[config.mk]
export PLATFORM = sky130hd
export DESIGN_NAME = rv_mem_arbiter
export DESIGN_NICKNAME = d
export VERILOG_FILES = /design/src/rtl/rv_mem_arbiter.sv
export SDC_FILE = /design/constraint.sdc
export NUM_CORES = 1
export LEC_CHECK = 0
export CAP_MARGIN = 20
export CORE_AREA = 2 2 102 104
export DETAILED_ROUTE_END_ITERATION = 8
export DIE_AREA = 0 0 104 106
export PLACE_DENSITY_LB_ADDON = 0.12
export SYNTH_ARGS = -nofsm -noshare
export SYNTH_HDL_FRONTEND = slang
export SYNTH_SLANG_ARGS = --single-unit
[constraint.sdc]
create_clock -name clk_i -period 1.7 [get_ports clk_i]
set_input_delay 0.34 -clock clk_i [delete_from_list [all_inputs] [get_ports clk_i]]
set_output_delay 0.34 -clock clk_i [all_outputs]
set_load 0.05 [all_outputs]
[src/rtl/rv_mem_arbiter.sv]
// ---------------------------------------------------------------------------
// rv_mem_arbiter
//
// Shares one on-chip memory port between the instruction-fetch requester and
// the load/store (data) requester of the RV32IM core. All three interfaces use
// a req/gnt/rvalid handshake. Only one memory transaction is in flight at a
// time. When both requesters ask at once, a round-robin pointer decides, so
// neither side can starve the other.
//
// Ports
//   clk_i, rst_i          clock, synchronous active-high reset
//   ireq_i, iaddr_i       fetch request and byte address
//   ignt_o                fetch request accepted by memory
//   irvalid_o, irdata_o   fetch response strobe and data
//   dreq_i, dwe_i, dbe_i  data request, write enable, byte enables
//   daddr_i, dwdata_i     data byte address and write data
//   dgnt_o                data request accepted by memory
//   drvalid_o, drdata_o   data response strobe (reads and writes) and data
//   mem_req_o .. mem_wdata_o   request towards memory (registered)
//   mem_gnt_i             memory accepted the request
//   mem_rvalid_i, mem_rdata_i  memory response strobe and data
//
// MEM_LEN must be at least 18 and no larger than XLEN.
// ---------------------------------------------------------------------------
module rv_mem_arbiter #(
   parameter int XLEN    = 32,
   parameter int MEM_LEN = 18
) (
   input  logic                clk_i,
   input  logic                rst_i,
   // fetch requester
   input  logic                ireq_i,
   input  logic [XLEN-1:0]     iaddr_i,
   output logic                ignt_o,
   output logic                irvalid_o,
   output logic [XLEN-1:0]     irdata_o,
   // data requester
   input  logic                dreq_i,
   input  logic                dwe_i,
   input  logic [XLEN/8-1:0]   dbe_i,
   input  logic [XLEN-1:0]     daddr_i,
   input  logic [XLEN-1:0]     dwdata_i,
   output logic                dgnt_o,
   output logic                drvalid_o,
   output logic [XLEN-1:0]     drdata_o,
   // memory port
   output logic                mem_req_o,
   output logic                mem_we_o,
   output logic [XLEN/8-1:0]   mem_be_o,
   output logic [MEM_LEN-1:0]  mem_addr_o,
   output logic [XLEN-1:0]     mem_wdata_o,
   input  logic                mem_gnt_i,
   input  logic                mem_rvalid_i,
   input  logic [XLEN-1:0]     mem_rdata_i
);

   typedef enum logic [1:0] {
      IDLE,
      WAIT_GNT,
      WAIT_RVALID
   } state_t;

   state_t               r_state;
   logic                 r_ownerData;
   logic                 r_favorData;
   logic                 r_memReq;
   logic                 r_memWe;
   logic [XLEN/8-1:0]    r_memBe;
   logic [MEM_LEN-1:0]   r_memAddr;
   logic [XLEN-1:0]      r_memWdata;

   logic                 w_anyReq;
   logic                 w_pickData;
   logic                 w_nextWe;
   logic [XLEN/8-1:0]    w_nextBe;
   logic [MEM_LEN-1:0]   w_nextAddr;
   logic [XLEN-1:0]      w_nextWdata;
   logic                 w_gntHit;
   logic                 w_rvalidHit;

   // Arbitration: a lone requester always wins; on a tie the round-robin
   // pointer decides. The attributes of the winner are prepared here so the
   // IDLE and back-to-back paths of the FSM latch identical values.
   assign w_anyReq    = ireq_i | dreq_i;
   assign w_pickData  = dreq_i & (~ireq_i | r_favorData);
   assign w_nextWe    = w_pickData ? dwe_i    : 1'b0;
   assign w_nextBe    = w_pickData ? dbe_i    : '1;
   assign w_nextAddr  = w_pickData ? daddr_i[MEM_LEN-1:0] : iaddr_i[MEM_LEN-1:0];
   assign w_nextWdata = w_pickData ? dwdata_i : '0;

   // Address bits above the memory window are dropped on purpose; they are
   // gathered here only so the discard is explicit.
   generate
      if (MEM_LEN < XLEN) begin : g_dropHighAddr
         logic w_unusedHighAddr;
         assign w_unusedHighAddr = ^{iaddr_i[XLEN-1:MEM_LEN], daddr_i[XLEN-1:MEM_LEN]};
      end
   endgenerate

   // Grants and responses are steered combinationally so the owner sees them
   // in the same cycle the memory raises them. Strobes arriving in any other
   // state are simply not forwarded.
   assign w_gntHit    = (r_state == WAIT_GNT)    & mem_gnt_i;
   assign w_rvalidHit = (r_state == WAIT_RVALID) & mem_rvalid_i;

   assign ignt_o    = w_gntHit    & ~r_ownerData;
   assign dgnt_o    = w_gntHit    &  r_ownerData;
   assign irvalid_o = w_rvalidHit & ~r_ownerData;
   assign drvalid_o = w_rvalidHit &  r_ownerData;

   // Read data is forced to zero for the non-owner and outside the response
   // cycle so a requester never sees stale memory data.
   assign irdata_o  = irvalid_o ? mem_rdata_i : '0;
   assign drdata_o  = drvalid_o ? mem_rdata_i : '0;

   assign mem_req_o   = r_memReq;
   assign mem_we_o    = r_memWe;
   assign mem_be_o    = r_memBe;
   assign mem_addr_o  = r_memAddr;
   assign mem_wdata_o = r_memWdata;

   // Transaction FSM. The memory-side request is held in registers from the
   // arbitration cycle until the grant. The pointer rotates on the grant so
   // the loser of a tie wins the next one. A new request seen during the
   // response cycle is latched immediately, avoiding an idle bubble.
   always_ff @(posedge clk_i) begin
      if (rst_i) begin
         r_state     <= IDLE;
         r_ownerData <= 1'b0;
         r_favorData <= 1'b1;
         r_memReq    <= 1'b0;
         r_memWe     <= 1'b0;
         r_memBe     <= '0;
         r_memAddr   <= '0;
         r_memWdata  <= '0;
      end else begin
         case (r_state)
            IDLE: begin
               if (w_anyReq) begin
                  r_ownerData <= w_pickData;
                  r_memReq    <= 1'b1;
                  r_memWe     <= w_nextWe;
                  r_memBe     <= w_nextBe;
                  r_memAddr   <= w_nextAddr;
                  r_memWdata  <= w_nextWdata;
                  r_state     <= WAIT_GNT;
               end
            end
            WAIT_GNT: begin
               if (mem_gnt_i) begin
                  r_memReq    <= 1'b0;
                  r_favorData <= ~r_ownerData;
                  r_state     <= WAIT_RVALID;
               end
            end
            WAIT_RVALID: begin
               if (mem_rvalid_i) begin
                  if (w_anyReq) begin
                     r_ownerData <= w_pickData;
                     r_memReq    <= 1'b1;
                     r_memWe     <= w_nextWe;
                     r_memBe     <= w_nextBe;
                     r_memAddr   <= w_nextAddr;
                     r_memWdata  <= w_nextWdata;
                     r_state     <= WAIT_GNT;
                  end else begin
                     r_state     <= IDLE;
                  end
               end
            end
            default: begin
               r_memReq <= 1'b0;
               r_state  <= IDLE;
            end
         endcase
      end
   end

endmodule
==> results_dict.tcl <==
set metrics [dict create \
    vias 3136 \
    layout_common_cells "clkdlybuf4s50_1 (108), buf_4 (83), buf_12 (75), and2_4 (64), dfxtp_1 (58)" \
    netlist_instances 282 \
    hold_end "mem_be_o[3]$_SDFFE_PP0P_" \
    fin_hold_ws_ns 0.466 \
    outcome "finished, violations left" \
    final_area_sq_um 6580 \
    fin_cells 689 \
    preCtsSetupSlack_ns -0.427 \
    ant_nets 0 \
    wl_um 10900 \
    async_reset_ff_frac 0 \
    final_common_cell "clkdlybuf4s50_1" \
    netlist_top_cells_area "dfxtp_1 (44%), and2_1 (15%), a22o_2 (11%)" \
    pwr-share-seq 0.366 \
    routed_via_density 4.55 \
    cts_max_level 3 \
    clkPwrFrac 0.296 \
    min_period_over_period 1.12 \
    fp.dieH_um 106 \
    synth_edf_count 0 \
    routabilityCongestion 0.756 \
    overflow 0 \
    areaGrowthSynthToFinish_pct 139 \
    core_sq_um 10000 \
    failed_checks "setup timing" \
    cp.arrival_ns 1.57 \
    post_dp_cell_area_sq_um 6040 \
    first_global_vias 3176 \
    r2r_slack_ns 0.13 \
    synth_fp_nets 421 \
    io_buffers 234 \
    wire_per_inst_um 15.9 \
    p_sw_frac 0.321 \
    cts_root_buffer "clkbuf_8" \
    r2r-start "r_state[0]$_SDFFE_PP0P_" \
    worstRegToRegCells 7 \
    clock_skew_ns 0.00632 \
    cap_viol_max_count 0 \
    r2r_end "mem_addr_o[6]$_SDFFE_PP0P_" \
    ys.flop_type "dfxtp_1" \
    power.density_nw_per_um2 662 \
    antenna_found_initial 0 \
    crit_required_ns 1.36 \
    synth_area_leader_cell "dfxtp_1" \
    grtUsageTotal 0.193 \
    syn_avg_cell_area_sq_um 9.77 \
    grt_max_degree 35 \
    place_inst 657 \
    cp_max_fo 6 \
    initial_core_util 0.276 \
    setup_viol 67 \
    antenna_cells 0 \
    finalNetCount 687 \
    die-area_sq_um 11000 \
    internal_power_w 0.00296 \
    leakagePower_nw 2.79 \
    synth-seq-area-share 0.436 \
    insertion_delay_ns 0.32 \
    rsz0062_at_grt "yes" \
    holdBufCountCts 0 \
    ioPinCount 263 \
    netlist_area_sq_um 2760 \
    drtPass1Iterations 4 \
    synth_warnings 0 \
    relSlewSlack 0.712 \
    drive_gt1_frac 0.539 \
    post-route-min-period_ns 1.91 \
    setup_ws_ns -0.212 \
    combPwrFrac 0.338 \
    fp.dieW_um 104 \
    drc_errors 0 \
    hold_class "flop to flop" \
    irDropWorstVdd_mv 0.579 \
    synth_cell_types 33 \
    hold_violations 0 \
    grt_pass1_wl_um 17000 \
    fmax_mhz 523 \
    cts_sinks 60 \
    endpoint_kind "output pin" \
    drt-initial-drc-count 87 \
    cp-start-kind "flop" \
    p_sw_w 0.00140 \
    holdPathStages 2 \
    cts_tree "built" \
    place.detailed.hpwl_um 8400 \
    tns_ns -8.79 \
    cts_buffer_depth 2 \
    fp-row-count 37 \
    cts-buffers-inserted 9 \
    clkTransAtPathRegs_ns 0.06 \
    yosys.area.top_type_share 0.436 \
    final_max_slew_viol_count 0 \
    tightest_slew_ns 0.432 \
    timing.setup.critical_path_class "flop to output pin" \
    worstHoldStart "mem_be_o[3]$_SDFFE_PP0P_" \
    ys_ff_latch 60 \
]
power by group through the flow:
stage | sequential [W] | combinational [W] | clock, W
6_report | 0.00160 | 0.00147 | 0.00129
5_1_grt | 0.00161 | 0.00155 | 0.00139
4_1_cts | 0.00160 | 0.00148 | 0.00133
3_5_place_dp | 0.00162 | 0.00140 | 0
3_3_place_gp | 0.00162 | 0.00140 | 0
2_1_floorplan | 0.00200 | 0.000384 | 0
routing by layer:
| layer | GRT usage | up-vias | share of wire |
|---|---|---|---|
| li1 | - | 1547 | - |
| met2 | 0.357 | 107 | 0.55 |
| met4 | 0.0396 | 0 | 0.0064 |
| met1 | 0.216 | 1476 | 0.38 |
| met5 | 0 | - | 0 |
| met3 | 0.0619 | 6 | 0.063 |
registers in the layout, indices dropped and copies added, names as in the netlist:
signal       flops
r_ownerData      1
mem_we_o         1
mem_req_o        1
mem_addr_o      18
r_state          2
mem_be_o         4
mem_wdata_o     32
r_favorData      1
cell usage after synthesis, types with 3 or more instances:
cell	instances
and2_1	64
dfxtp_1	60
a22o_2	30
inv_1	28
a221oi_1	22
o32ai_1	18
clkbuf_1	9
buf_2	8
buf_6	6
nor2_1	4
a21oi_1	3
a22o_1	3
nand2_1	3
worst max-delay path by stage:
stage / slack [ns] / from / to
4_1_cts: -0.23 / r_state[0]$_SDFFE_PP0P_ / irdata_o[6]
5_1_grt: -0.27 / r_state[0]$_SDFFE_PP0P_ / irdata_o[6]
6_report: -0.21 / r_state[0]$_SDFFE_PP0P_ / irdata_o[6]
3_5_place_dp: -0.43 / mem_rvalid_i / irdata_o[6]
2_1_floorplan: -0.19 / r_state[0]$_SDFFE_PP0P_ / drdata_o[22]
3_3_place_gp: -0.39 / mem_rvalid_i / irdata_o[6]
worst max-delay path, cell delays in order, from the launching register on:
cell     delay [ns]
dfxtp_2        0.33
nor2b_4        0.12
and3_4         0.19
buf_6          0.10
buf_12         0.11
buf_16         0.11
and2_4         0.15
buf_12         0.13
per-stage QoR:
stage | utilization | power, W
after floorplan | - | 0.00239
after global placement | 0.604 | 0.00302
after detailed placement | 0.604 | 0.00303
after CTS | 0.664 | 0.00440
after global routing | 0.658 | 0.00455
final | 0.658 | 0.00436
cells by family (layout without fill, tap and decap cells):
kind of cell | count (synthesis) | after routing | synth area share
AND/OR/NAND/NOR | 86 | 86 | 0.195
flip-flops | 60 | 60 | 0.436
buffers and inverters | 54 | 325 | 0.0962
AO/OA/AOI/OAI | 82 | 82 | 0.273
final cells by class:
| cell class | count | area (sq um) |
|---|---|---|
| clock inverters | 4 | 47.5 |
| multi-input cells | 168 | 1500 |
| repair buffers | 280 | 3390 |
| fillers | 813 | 3420 |
| inverters | 29 | 109 |
| well taps | 136 | 170 |
| clock buffers | 12 | 155 |
| flip-flops and latches | 60 | 1210 |
what timing repair did:
| action | 4_1_cts | 5_1_grt |
|---|---|---|
| pin swaps | 38 | 1 |
| buffers inserted | 13 | 2 |
| setup endpoints to repair | 68 | 80 |
| cloned | 5 | 0 |
| resized for setup | 74 | 6 |
(Power assumes the default switching activity.)
